--- src/rtl/score_disp_pkg.sv ---
// Shared types and constants for the score display BCD conversion path.
package score_disp_pkg;

    typedef enum logic [1:0] {
        IDLE,
        SHIFT_L,
        SHIFT_S,
        COMMIT
    } state_t;

    localparam int unsigned BCD_W        = 4;
    localparam int unsigned LIVES_BITS   = 4;
    localparam int unsigned SCORE_BITS   = 10;
    localparam int unsigned CONV_LATENCY = 16;

    localparam logic [BCD_W-1:0] BLANK_CODE_DEF = 4'hF;

endpackage

--- src/rtl/bcd_add3_step.sv ---
// One double-dabble step: add 3 to every nibble >= 5, then shift left taking bit_in as the new LSB.
module bcd_add3_step
    import score_disp_pkg::*;
#(
    parameter int unsigned NIB = 4
) (
    input  logic [NIB*BCD_W-1:0] bcd_in,
    input  logic                 bit_in,
    output logic [NIB*BCD_W-1:0] bcd_out
);

    logic [NIB*BCD_W-1:0] adj;

    // Per-nibble 4-bit add; any carry out of a nibble is discarded.
    always_comb begin
        adj = bcd_in;
        for (int unsigned i = 0; i < NIB; i++) begin
            if (bcd_in[i*BCD_W +: BCD_W] >= 4'd5)
                adj[i*BCD_W +: BCD_W] = bcd_in[i*BCD_W +: BCD_W] + 4'd3;
        end
        bcd_out = {adj[NIB*BCD_W-2:0], bit_in};
    end

endmodule

--- src/rtl/score_bcd_converter.sv ---
// Sequential lives/score binary-to-BCD converter driving the four 7-segment digits.
// Optional macro LEADING_BLANK_EN blanks zero tens digits with BLANK_CODE.
module score_bcd_converter
    import score_disp_pkg::*;
#(
    parameter int               AUTO_REFRESH   = 1,
    parameter int unsigned      REFRESH_CYCLES = 1000000,
    parameter logic [BCD_W-1:0] BLANK_CODE     = BLANK_CODE_DEF
) (
    input  logic                  clk,
    input  logic                  rst,
    input  logic                  start,
    input  logic [SCORE_BITS-1:0] score,
    input  logic [LIVES_BITS-1:0] lives,
    output logic                  busy,
    output logic                  done,
    output logic [BCD_W-1:0]      digitL,
    output logic [BCD_W-1:0]      digitML,
    output logic [BCD_W-1:0]      digitMR,
    output logic [BCD_W-1:0]      digitR,
    output logic                  score_ovf
);

    state_t                          state;
    logic [23:0]                     timer;
    logic                            tick;
    logic                            trig;
    logic                            pend;
    logic [$clog2(CONV_LATENCY)-1:0] cnt;
    logic [SCORE_BITS-1:0]           bin;
    logic [SCORE_BITS-1:0]           snap_score;
    logic [4*BCD_W-1:0]              acc;
    logic [4*BCD_W-1:0]              step;
    logic [2*BCD_W-1:0]              lives_bcd;

    assign tick = (timer == 24'(REFRESH_CYCLES - 1));
    assign trig = start | ((AUTO_REFRESH != 0) & tick);

    // Lives run through the same 4-nibble engine with the upper nibbles held at zero.
    bcd_add3_step #(.NIB(4)) u_step (
        .bcd_in  (acc),
        .bit_in  (bin[SCORE_BITS-1]),
        .bcd_out (step)
    );

`ifndef LEADING_BLANK_EN
    logic unused_blank;
    assign unused_blank = ^BLANK_CODE;
`endif

    // trig is captured into pend with the snapshot; the FSM leaves IDLE one edge later,
    // so busy spans 15 cycles and digits land 16 edges after the sampling edge.
    always_ff @(posedge clk) begin
        if (rst) begin
            state      <= IDLE;
            timer      <= '0;
            pend       <= 1'b0;
            cnt        <= '0;
            bin        <= '0;
            snap_score <= '0;
            acc        <= '0;
            lives_bcd  <= '0;
            busy       <= 1'b0;
            done       <= 1'b0;
            digitL     <= '0;
            digitML    <= '0;
            digitMR    <= '0;
            digitR     <= '0;
            score_ovf  <= 1'b0;
        end else begin
            timer <= tick ? '0 : timer + 24'd1;
            done  <= 1'b0;
            case (state)
                IDLE: begin
                    if (pend) begin
                        pend  <= 1'b0;
                        acc   <= '0;
                        cnt   <= '0;
                        busy  <= 1'b1;
                        state <= SHIFT_L;
                    end else if (trig) begin
                        pend       <= 1'b1;
                        snap_score <= score;
                        bin        <= {lives, {(SCORE_BITS-LIVES_BITS){1'b0}}};
                    end
                end
                SHIFT_L: begin
                    acc <= step;
                    bin <= bin << 1;
                    cnt <= cnt + 1'b1;
                    if (cnt == 4'd3) begin
                        lives_bcd <= step[2*BCD_W-1:0];
                        acc       <= '0;
                        bin       <= snap_score;
                        cnt       <= '0;
                        state     <= SHIFT_S;
                    end
                end
                SHIFT_S: begin
                    acc <= step;
                    bin <= bin << 1;
                    cnt <= cnt + 1'b1;
                    if (cnt == 4'd9)
                        state <= COMMIT;
                end
                COMMIT: begin
`ifdef LEADING_BLANK_EN
                    digitL  <= (lives_bcd[7:4] == '0) ? BLANK_CODE : lives_bcd[7:4];
                    digitMR <= (acc[7:4] == '0 && acc[15:8] == '0) ? BLANK_CODE : acc[7:4];
`else
                    digitL  <= lives_bcd[7:4];
                    digitMR <= acc[7:4];
`endif
                    digitML   <= lives_bcd[3:0];
                    digitR    <= acc[3:0];
                    score_ovf <= |acc[15:8];
                    done      <= 1'b1;
                    busy      <= 1'b0;
                    state     <= IDLE;
                end
                default: state <= IDLE;
            endcase
        end
    end

endmodule

--- config.mk ---
export PLATFORM = sky130hd
export DESIGN_NAME = score_bcd_converter
export DESIGN_NICKNAME = d
export VERILOG_FILES = /design/src/rtl/score_disp_pkg.sv /design/src/rtl/bcd_add3_step.sv /design/src/rtl/score_bcd_converter.sv
export SDC_FILE = /design/constraint.sdc
export NUM_CORES = 1
export LEC_CHECK = 0
export ABC_AREA = 1
export ABC_CLOCK_PERIOD_IN_PS = 1900
export BUFFER_PORTS_ARGS = -buffer_cell sky130_fd_sc_hd__buf_2
export CORE_MARGIN = 2
export CORE_UTILIZATION = 60
export DETAILED_ROUTE_END_ITERATION = 16
export GPL_ROUTABILITY_DRIVEN = 0
export PLACE_DENSITY = 0.86
export SLEW_MARGIN = 15
export SYNTH_ARGS = -nofsm -noshare
export SYNTH_HDL_FRONTEND = slang
export SYNTH_HIERARCHICAL = 1
export SYNTH_SLANG_ARGS = --single-unit
--- constraint.sdc ---
create_clock -name clk -period 1.9 [get_ports clk]
set_input_delay 0.285 -clock clk [delete_from_list [all_inputs] [get_ports clk]]
set_output_delay 0.285 -clock clk [all_outputs]
set_load 0.05 [all_outputs]
# Word level (Yosys, flattened, before mapping)
# Index checks and enable logic that the tools add are counted.
[op_classes]
n_addsub = 6
n_lt_le_gt_ge = 4
eq_ne = 11
muxes = 23
bitwise = 2
reduce_logical = 11
[ops]
columns = ["cell", "n"]
rows = [
  ["16-bit one-hot mux with 3 select lines", 1],
  ["16-bit two-way mux", 2],
  ["10-bit two-way mux", 3],
  ["10-bit one-hot mux with 3 select lines", 1],
  ["24-bit by 1-bit adder with 24-bit output (second input constant)", 1],
  ["24-bit by 20-bit == test with 1-bit output (second input constant)", 1],
  ["4-bit two-way mux", 5],
  ["4-bit by 3-bit >= comparator with 1-bit output (second input constant)", 4],
  ["4-bit by 2-bit adder with 4-bit output (second input constant)", 3],
  ["4-bit one-hot mux with 3 select lines", 1],
  ["2-bit != test (second input constant)", 5],
  ["3-bit AND reduction", 3],
  ["2-bit one-hot mux with 4 select lines", 1],
  ["8-bit OR reduction", 1],
  ["2-bit two-way mux", 3],
  ["2-bit AND reduction", 3],
  ["4-bit by 1-bit adder with 4-bit output (second input constant)", 1],
  ["2-bit == test (second input constant)", 2],
  ["4-bit by 2-bit == test with 1-bit output (second input constant)", 1],
  ["4-bit == test (second input constant)", 1],
  ["1-bit two-way mux", 4],
  ["3-bit by 2-bit adder with 3-bit output (second input constant)", 1],
  ["3-bit two-way mux", 1],
  ["3-bit nonzero test", 1],
  ["7 further kinds", 7],
]
[totals]
register_bits = 94
out_inout_bits = 19
wordCells = 72

# Longest topological paths before layout
# Gate-level depths: netlist of the first run.
[logic_depth]
depth_word = 5
mapped_depth = 11

# Modules after synthesis
# Netlist of the first run, hierarchy kept.
[modules_own_cells]
columns = ["mod", "instances", "cells_per_inst", "area_per_inst_um2", "seq_area_each_um2"]
rows = [
  ["score_bcd_converter", 1, 603, 4296.6, 1881.8],
  ["bcd_add3_step", 1, 85, 476.7, 0.0],
]

# Worst setup path before layout of the first run
# OpenSTA, ideal clock, no wires.
[synth_path]
path_kind = "register to register"
start = "reg state[0]"
end = "reg acc[7]"
setup_ns = 0.071
arrival_ns = 1.568
slack_ns = 0.262
stages_incl_launch_ff = 11
path_buffers = 1
synth_period_minus_slack_ns = 1.638
path_cell_list = "dfxtp_1 -> inv_1 -> ha_1 -> inv_2 -> nor2_2 -> nor2_2 -> inv_2 -> nor2_8 -> buf_6 -> nand2_1 -> a21oi_1"
[synth_between]
elab_chain_cells = 3
word_cells_on_any_way = 7
[synth_rtl]
columns = ["element", "line", "rtl"]
rows = [
  ["from (decl)", "score_bcd_converter.sv:24", "state_t state;"],
  ["from (signal assigned)", "score_bcd_converter.sv:55", "state <= IDLE;"],
  ["from (signal assigned)", "score_bcd_converter.sv:80", "state <= SHIFT_L;"],
  ["from (signal assigned)", "score_bcd_converter.sv:96", "state <= SHIFT_S;"],
  ["2-bit == test (tied with other cells)", "score_bcd_converter.sv:73", "case (state)"],
  ["3-bit nonzero test (no line) or 2-bit != test (tied branches)", "--", ""],
  ["2-bit AND reduction (no line)", "--", ""],
  ["to (signal assigned)", "score_bcd_converter.sv:88", "acc <= step;"],
  ["to (signal assigned)", "score_bcd_converter.sv:100", "acc <= step;"],
  ["to (decl)", "score_bcd_converter.sv:32", "logic [4*BCD_W-1:0] acc;"],
]
# Parallel ways exist; a longest one is shown, timed or not.
# A chain may end at the register's enable or synchronous reset.

# Worst setup path in the final report of the first run
[layout_path]
start = "reg state[0]"
end = "reg acc[11]"
# The elaborated chain is that of the path after synthesis.

==> results of run 1 <==
==> where the power goes <==
part | internal, mW | leakage [nW] | switching [mW]
Combinational | 0.586 | 1.47 | 1.23
Sequential | 2.18 | 0.763 | 0.154
Clock | 0.519 | 0.0981 | 0.812
==> worst paths after layout <==
check	slack, ps	cells after the start	startpoint	endpoint
max reg2reg	160	8	state[0]	acc[11]
max	160	8	state[0]	acc[11]
min reg2reg	480	2	lives_bcd[6]	lives_bcd[6]
min	140	3	score[8]	snap_score[8]
==> critical path: cells and delay by family (launching register included) <==
kind | cells | cell delay, ps
flip-flops | 1 | 400
adder cells (fa/ha/maj) | 1 | 260
AO/OA/AOI/OAI | 1 | 140
buffers and inverters | 2 | 200
AND/OR/NAND/NOR | 4 | 660
==> layout by cell type (no fill, tap or decap), drive strengths merged, types with 2 or more instances in the layout <==
cell type  synthesis  routed
a211oi             2       2
a21oi             62      62
buf               11      47
clkbuf            12       9
clkinv             1       4
dfxtp             94      94
ha                16      16
inv               63      66
nand2            167     167
nand3             39      39
nand3b             4       4
nand4              7       7
nor2             137     138
nor3               3       3
nor4               2       2
o21ai             53      53
or2                3       3
or3                2       2
xnor2              3       3
xor2               4       4
==> area by class of cell <==
class / instances / area (um2) / area share, %
timing repair buffer: 47 / 290.3 / 5.474
clock buffer: 9 / 123.9 / 2.336
inverter: 64 / 241.5 / 4.554
tap: 102 / 127.6 / 2.407
multi-input combinational: 508 / 2562 / 48.32
sequential: 94 / 1882 / 35.49
clock inverter: 7 / 75.07 / 1.416
==> metal layers <==
layer | share of wire [%] | GRT usage, %
met1 | 44 | 33.64
met2 | 48 | 44.63
met3 | 5.2 | 3.384
met4 | 2.0 | 10.66
met5 | 0 | 0
==> logic make-up (layout without fill, tap and decap cells) <==
family	after synthesis	after routing	share of synthesized area [%]
xor+xnor	7	7	1.284
compound gates	119	119	13.21
simple gates	365	366	34.18
buf+inv	87	127	7.706
fa+ha+maj	16	16	4.194
flops	94	94	39.42
==> sequential cells by signal, summed over array words and instances, names as in the netlist <==
signal / cells
digitL: 4
cnt: 4
busy: 1
acc: 16
done: 1
score_ovf: 1
timer: 24
state: 2
digitMR: 4
snap_score: 10
digitML: 4
pend: 1
lives_bcd: 8
digitR: 4
bin: 10
==> metrics by stage <==
stage	TNS (ps)	instances	util, %
after global routing	-30.44	831	68.62
after global placement	0	814	65.54
after detailed placement	0	814	65.54
final	0	831	68.62
after floorplan	0	688	-
after CTS	0	830	68.12
==> run_results.csv, run 1 <==
group,metric,value,unit
min_path,min_path_type,"input port to flop",
cts,htreeDepth,3,
global_route,grt_max_degree,34,
logic_synthesis,synth-edff-count,0,
cts,clk_pin_slew,120,ps
timing,max_slew_margin,66.83,%
critical_path,cp_slowest_stage_delay,400,ps
logic_synthesis,synth_most_common_cell,"nand2_1",
critical_path,crit_path_frequent_cell,"nand2_2",
floorplanning,die_w,93.20,um
cts,clk_latency,370,ps
global_route,grt_first_pass_wirelength,18760,um
cts,cts_tree,"yes",
finish,area_growth,11.09,%
drt,drc,0,
logic_synthesis,synth.avg_cell_area,6.938,um2
floorplanning,io_pins,36,
logic_synthesis,synth_cell_types,39,
critical_path,cp.arrival,2030,ps
cts,clock-sinks,94,
logic_synthesis,yosys_most_used_dff,"dfxtp_1",
timing,setup_ws,159.1,ps
cts,hold_buffers,0,
logic_synthesis,netlist_instances,688,
cts,post_cts_buffers,0,
floorplanning,fp.dieArea,0.008685,mm2
critical_path,critPathKind,"flop to flop",
critical_path,cp_max_fo,9,
global_route,antenna_found_initial,0,
finish,diodes,0,
drt,avgViaCountPerCell,5.416,
timing,finalSetupViolations,0,
logic_synthesis,syn_area,0.004773,mm2
drt,routed_wl,10720,um
floorplanning,row_count,32,
floorplanning,initial_core_util,61.77,%
finish,fin_nets,757,
cts,cts_root_buf,"clkbuf_8",
logic_synthesis,synth_top_cell_area_share,39.42,%
power_and_ir_drop,vdd_ir_drop_max,0.5921,mV
critical_path,worstSetupStartpointType,"flop",
timing,period_share,91.62,%
drt,final_antenna_net_count,0,
critical_path,crit_chain,"inv_2, ha_2, inv_1, nand2_2, nand2_2, nor2_4, nand2_1, a21oi_1",
place,hpwlAfterDp,7559,um
timing,fin_crit,1741,ps
drt,num_vias,4501,
critical_path,cp_slowest_cell,"dfxtp_1",
finish,fill_cells,604,
timing,drv_slew,0,
global_route,grtUsageTotal,26.20,%
logic_synthesis,yosys.area.top_type,"dfxtp_1",
logic_synthesis,yosys_warnings,6,
floorplanning,coreArea,0.007727,mm2
cts,clock_path_buffers,2,
place,pre_cts_ws,162.3,ps
cts,cts_buffers,9,
power_and_ir_drop,p_leak,2.329,nW
drt,dr.pass1.iters,5,
timing,fin_skew,22.84,ps
timing,fin_hold_ws,136.2,ps
logic_synthesis,ys_seq_area_share,39.42,%
global_route,grt_pass1_vias,4287,
cts,cts_resized,0,
timing,tightest_slew,497.0,ps
run,drv_cap,0,
global_route,grt-ovfl-total,0,
power_and_ir_drop,finalPower,5.479,mW
timing,hold_viol,0,
logic_synthesis,synth_commonest_cells,"nand2_1, nor2_1, dfxtp_1",
drt,initialDrtViolationCount,307,
place,place_area,0.005065,mm2
run_status,status,"finished clean",
power_and_ir_drop,p_per_area,1033,mW/mm2
finish,fin_area,0.005303,mm2
critical_path,end_kind,"flop",
logic_synthesis,ys_ff_latch,94,
critical_path,cp.required,2190,ps
timing,fmax,0.5744,GHz
logic_synthesis,syn_nets,721,
place,port_buffers,35,
floorplanning,die_h,93.20,um
logic_synthesis,synthTopCellsByArea,"dfxtp_1, nand2_1, nor2_1",
finish,drive_above_1_share,14.81,%
drt,wl_per_cell,12.90,um
logic_synthesis,synthArstFlopShare,0,%
Power figures use the tool's default switching activity.
==> run 2, diff against run 1 <==
--- a/config.mk
+++ b/config.mk
@@ -8,7 +8,7 @@
 export ABC_AREA = 1
 export ABC_CLOCK_PERIOD_IN_PS = 1900
 export BUFFER_PORTS_ARGS = -buffer_cell sky130_fd_sc_hd__buf_2
-export CORE_MARGIN = 2
+export CORE_MARGIN = 8
 export CORE_UTILIZATION = 60
 export DETAILED_ROUTE_END_ITERATION = 16
 export GPL_ROUTABILITY_DRIVEN = 0
==> run 2 against run 1 <==
Compared with the run above:
- hold slack gained 19 ps
- fmax shrank 1.8%
- critical path depth unchanged
- count of clock-buffer cells in the layout stayed put
- via count down 1.2%
- sequential power is essentially flat
- combinational power fell by 5%
- clock power rose by 17%
- global-route usage fell by 6.7 points
- first-iteration DRC count shrank 39%
- wire length is 0.98% higher
- cell area hardly changed
==> run_results.csv, run 2 (synthesis results as in run 1) <==
group,metric,value,unit
drt,dr.pass1.iters,5,
global_route,grt_max_degree,31,
finish,drive_above_1_share,14.42,%
run,drv_cap,0,
timing,finalSetupViolations,0,
timing,max_slew_margin,66.91,%
timing,fin_crit,1774,ps
min_path,min_path_type,"input port to flop",
finish,diodes,0,
critical_path,end_kind,"flop",
finish,multi_input_area,0.002534,mm2
drt,routed_wl,10820,um
finish,fin_area,0.005300,mm2
finish,final_cell_mix,"nand2_1, nor2_1, dfxtp_1",
global_route,antenna_found_initial,0,
cts,cts_buffers,9,
drt,drc,0,
cts,post_cts_buffers,0,
finish,fin_util,68.59,%
power_and_ir_drop,p_per_area,1055,mW/mm2
place,port_buffers,35,
place,hpwlAfterDp,7715,um
floorplanning,die_w,105.2,um
place,place_area,0.005052,mm2
finish,area_growth,11.04,%
timing,tightest_slew,495.8,ps
finish,largest_reg_flops,24,
floorplanning,coreArea,0.007727,mm2
timing,hold_viol,0,
timing,period_share,93.35,%
power_and_ir_drop,p_leak,2.343,nW
cts,cts_resized,0,
critical_path,critPathKind,"flop to flop",
global_route,grt_pass1_vias,4175,
floorplanning,initial_core_util,61.77,%
power_and_ir_drop,vdd_ir_drop_max,0.7321,mV
global_route,grt-ovfl-total,0,
floorplanning,fp.dieArea,0.01107,mm2
run_status,status,"finished clean",
floorplanning,row_count,32,
floorplanning,die_h,105.2,um
cts,clock-sinks,94,
cts,cts_root_buf,"clkbuf_8",
global_route,grt_first_pass_wirelength,18730,um
finish,fill_cells,629,
critical_path,cp.arrival,2050,ps
timing,fmax,0.5638,GHz
drt,wl_per_cell,13.04,um
cts,clk_latency,370,ps
global_route,grtUsageTotal,19.55,%
finish,largest-register,"timer",
timing,rsz0062_at_grt,"true",
critical_path,cp.required,2180,ps
cts,htreeDepth,3,
timing,drv_slew,0,
drt,num_vias,4447,
critical_path,cp_max_fo,18,
drt,avgViaCountPerCell,5.358,
critical_path,r2r_slack,130,ps
cts,hold_buffers,0,
timing,setup_tns,0,ps
cts,cts_tree,"yes",
finish,fin_nets,756,
finish,ff_latch_area,0.001882,mm2
cts,clock_path_buffers,2,
critical_path,worstSetupStartpointType,"flop",
timing,fin_skew,20.49,ps
drt,final_antenna_net_count,0,
finish,reg_top3,"timer: 24 flops, acc: 16 flops",
drt,initialDrtViolationCount,186,
floorplanning,io_pins,36,
finish,final_common_cell,"nand2_1",
cts,clk_pin_slew,100,ps
-- run 2: cell count changes in the layout (fill, tap and decap cells not counted), moves of 2 or more --
cell / previous run / this run
bufinv_16: 0 / 2
clkinv_4: 2 / 0
ha_4: 2 / 0
inv_6: 0 / 3
inv_8: 3 / 1
-- run 2: final timing paths --
check	startpoint	endpoint	cells past startpoint
worst max-delay path	state[0]	cnt[0]	8
worst min-delay path	score[7]	snap_score[7]	3
worst max register to register	state[0]	cnt[0]	8
worst min register to register	lives_bcd[6]	lives_bcd[6]	2
-- run 2: layer usage --
layer | global-route usage [%] | part of all wire [%] | up-vias
met5 | 0 | 0 | -
met3 | 4.054 | 5.8 | 17
met4 | 7.034 | 1.7 | 0
li1 | - | - | 2271
met2 | 33.23 | 49 | 146
met1 | 23.75 | 43 | 2013
-- run 2: critical path, stage by stage, from the launching register on --
cell and delay (ps):
dfxtp_1 370, inv_1 120, ha_1 360, inv_1 90, nand2_2 140, nand2_2 130, nor2_8 240, nor2_1 60
a211oi_1 180
-- run 2: layout make-up --
type / count / share of cell area [%]
well taps: 102 / 2.408
clock inverters: 7 / 2.148
repair buffers: 47 / 5.241
inverters: 64 / 4.556
flip-flops and latches: 94 / 35.51
clock buffers: 9 / 2.337
multi-input cells: 507 / 47.80
-- run 2: power breakdown --
part           internal [mW]  leakage, nW  switching [mW]
Sequential              2.18        0.763           0.143
Clock                  0.776        0.120           0.772
Combinational          0.521         1.46            1.20
-- run 2: stage by stage --
step / total power, mW / hold slack [ps] / setup slack (ps) / instances
after floorplan: 3.681 / 363.5 / 261.8 / 688
after global placement: 3.936 / 445.8 / 199.1 / 814
after detailed placement: 4.029 / 449.6 / 18.48 / 814
after CTS: 5.557 / 153.8 / 7.211 / 830
after global routing: 5.889 / 160.8 / -51.96 / 830
final: 5.593 / 155.2 / 126.4 / 830
==> run 3, diff against run 2 <==
--- a/config.mk
+++ b/config.mk
@@ -6,13 +6,13 @@
 export NUM_CORES = 1
 export LEC_CHECK = 0
 export ABC_AREA = 1
-export ABC_CLOCK_PERIOD_IN_PS = 1900
+export ABC_CLOCK_PERIOD_IN_PS = 1520
 export BUFFER_PORTS_ARGS = -buffer_cell sky130_fd_sc_hd__buf_2
 export CORE_MARGIN = 8
-export CORE_UTILIZATION = 60
+export CORE_UTILIZATION = 54
 export DETAILED_ROUTE_END_ITERATION = 16
 export GPL_ROUTABILITY_DRIVEN = 0
-export PLACE_DENSITY = 0.86
+export PLACE_DENSITY = 0.82
 export SLEW_MARGIN = 15
 export SYNTH_ARGS = -nofsm -noshare
 export SYNTH_HDL_FRONTEND = slang
==> constraint.sdc (replaced) <==
create_clock -name clk -period 1.52 [get_ports clk]
set_input_delay 0.228 -clock clk [delete_from_list [all_inputs] [get_ports clk]]
set_output_delay 0.228 -clock clk [all_outputs]
set_load 0.05 [all_outputs]
==> run 3 against run 2 <==
Compared with the run above:
- the run now ends with setup timing left
- via count up 9.1%
- count of clock-buffer cells in the layout unchanged
- hold slack worse by 66 ps
- clock power up 8%
- critical path depth up 1
- clock skew down 2.0 ps
- sequential share of layout area down 2.6 points
- global-route usage up 0.30 points
- non-clock buffer count up 30
- combinational power up 86%
- cell area up 9.8%
- wire length up 21%
- highest routed layer unchanged
==> run_results.csv, run 3 (synthesis results as in run 1) <==
group,metric,value,unit
run_status,status,"finished, violations left",
run_status,violations,"setup timing",
finish,fin_util,67.40,%
cts,cts_root_buf,"clkbuf_8",
finish,multi_input_area,0.002773,mm2
critical_path,crit_start,"state[0]",
critical_path,end_kind,"flop",
critical_path,rr_endpoint,"cnt[2]",
timing,setup_tns,-374.6,ps
cts,clk_latency,380,ps
finish,largest-register,"timer",
global_route,grt_max_degree,38,
timing,fin_skew,18.54,ps
finish,diodes,0,
critical_path,critPathKind,"flop to flop",
drt,num_vias,4851,
timing,drv_slew,0,
cts,clock_path_buffers,2,
critical_path,cp_max_fo,4,
finish,ff_latch_area,0.001913,mm2
finish,drive_above_1_share,24.54,%
timing,setup_ws,-214.0,ps
finish,fill_cells,675,
place,hpwlAfterDp,7998,um
min_path,min_path_type,"input port to flop",
finish,fin_nets,790,
critical_path,cp.arrival,2020,ps
timing,period_share,114.1,%
drt,final_antenna_net_count,0,
cts,clock-sinks,94,
critical_path,cp.required,1810,ps
power_and_ir_drop,p_per_area,1342,mW/mm2
critical_path,r2r_cells,9,
drt,routed_wl,13090,um
global_route,grt_pass1_vias,4464,
critical_path,crit_chain,"inv_4, ha_4, inv_4, nor2_4, nor2_4, nand2_1, a21oi_1, o21ai_0, a21oi_1",
finish,largest_reg_flops,24,
floorplanning,row_count,34,
finish,area_growth,21.94,%
drt,avgViaCountPerCell,5.576,
power_and_ir_drop,p_leak,2.516,nW
finish,final_common_cell,"nand2_1",
drt,initialDrtViolationCount,472,
floorplanning,initial_core_util,55.27,%
drt,dr.pass1.iters,7,
cts,cts_buffers,9,
drt,wl_per_cell,15.04,um
critical_path,cp_slowest_cell,"dfxtp_4",
cts,cts_tree,"yes",
timing,fin_hold_ws,89.46,ps
critical_path,cp_slowest_stage_delay,400,ps
global_route,grt_first_pass_wirelength,19710,um
cts,clk_pin_slew,110,ps
place,pre_cts_ws,-84.50,ps
timing,fin_crit,1734,ps
critical_path,path_buf_inv,2,
timing,fmax,0.5767,GHz
cts,htreeDepth,3,
critical_path,worstSetupStartpointType,"flop",
finish,final_cell_mix,"nand2_1, nor2_1, dfxtp_1",
floorplanning,coreArea,0.008636,mm2
timing,hold_viol,0,
power_and_ir_drop,vdd_ir_drop_max,0.7554,mV
global_route,grt-ovfl-total,0,
drt,drc,0,
floorplanning,die_h,110.0,um
timing,tightest_slew,390.4,ps
timing,rsz0062_at_grt,"true",
critical_path,worstSetupEndpoint,"cnt[2]",
finish,reg_top3,"timer: 24 flops, acc: 16 flops",
place,port_buffers,35,
critical_path,critPathTopFamily,"compound AO/OA/AOI/OAI gates",
critical_path,regToRegStartpoint,"state[0]",
timing,finalSetupViolations,7,
critical_path,r2r_slack,-210,ps
global_route,grtUsageTotal,19.85,%
global_route,antenna_found_initial,0,
timing,max_slew_margin,73.73,%
critical_path,crit_cells,9,
floorplanning,io_pins,36,
run,drv_cap,0,
floorplanning,fp.dieArea,0.01210,mm2
floorplanning,die_w,110.0,um
==> run 3: cell types whose count changed in the layout (fill, tap and decap cells not counted), sizes merged, moves of 2 or more <==
cell    change
clkinv      +2
bufinv      -2
buf        +30
nor2        +3
==> run 3: tightest hold or removal path: cells and delay by family <==
family / cells / cell delay (ps)
AOI/OAI and AO/OA: 1 / 50
buffers and inverters: 1 / 90
and+or+nand+nor: 1 / 70
==> run 3: cell type report <==
| cell class | instances | area share [%] |
|---|---|---|
| clock buffers | 9 | 2.128 |
| clock inverters | 7 | 1.290 |
| flip-flops and latches | 94 | 32.87 |
| inverters | 64 | 4.514 |
| well taps | 108 | 2.322 |
| multi-input cells | 511 | 47.64 |
| repair buffers | 77 | 9.243 |
==> run 3: metrics by stage <==
stage	std cells	area (um2)	power, mW
finish	870	5821	7.812
global route	870	5821	8.195
CTS	861	5544	7.158
detailed placement	841	5238	5.160
global placement	841	5238	5.076
floorplan	688	4795	4.634
==> run 3: where the power goes <==
group	internal (mW)	total [mW]	leakage, nW	switching (mW)
Combinational	1.17	3.20	1.64	2.04
Sequential	2.73	2.93	0.773	0.197
Clock	0.649	1.68	0.0981	1.03
Total	4.55	7.81	2.52	3.26
==> run 3: how the worst min path moves through the flow <==
stage                       from            end  slack (ps)  cells past startpoint
floorplan                    rst           busy         310                      1
CTS                     score[6]  snap_score[6]          80                      3
finish                  score[5]  snap_score[5]          90                      3
global route            score[5]  snap_score[5]         110                      3
detailed placement  lives_bcd[6]      digitL[2]         450                      2
global placement    lives_bcd[6]   lives_bcd[6]         440                      2
==> run 3: what timing repair did <==
| action | in CTS | in global routing |
|---|---|---|
| hold buffers | 0 | 0 |
| endpoints found under the setup margin | 40 | 51 |
| gates cloned | 3 | 2 |
| pin swaps | 3 | 18 |
| gates resized for setup | 17 | 69 |
| buffers inserted | 1 | 7 |
==> run 3: layer usage <==
| layer | vias to the layer above | share of wire, % | global-route usage [%] | wire length, um |
|---|---|---|---|---|
| li1 | 2346 | - | - | - |
| met1 | 2250 | 41 | 23.83 | 5359 |
| met2 | 200 | 49 | 33.86 | 6443 |
| met3 | 55 | 6.1 | 3.488 | 794 |
| met4 | 0 | 3.8 | 9.065 | 492 |
| met5 | - | 0 | 0 | 0 |
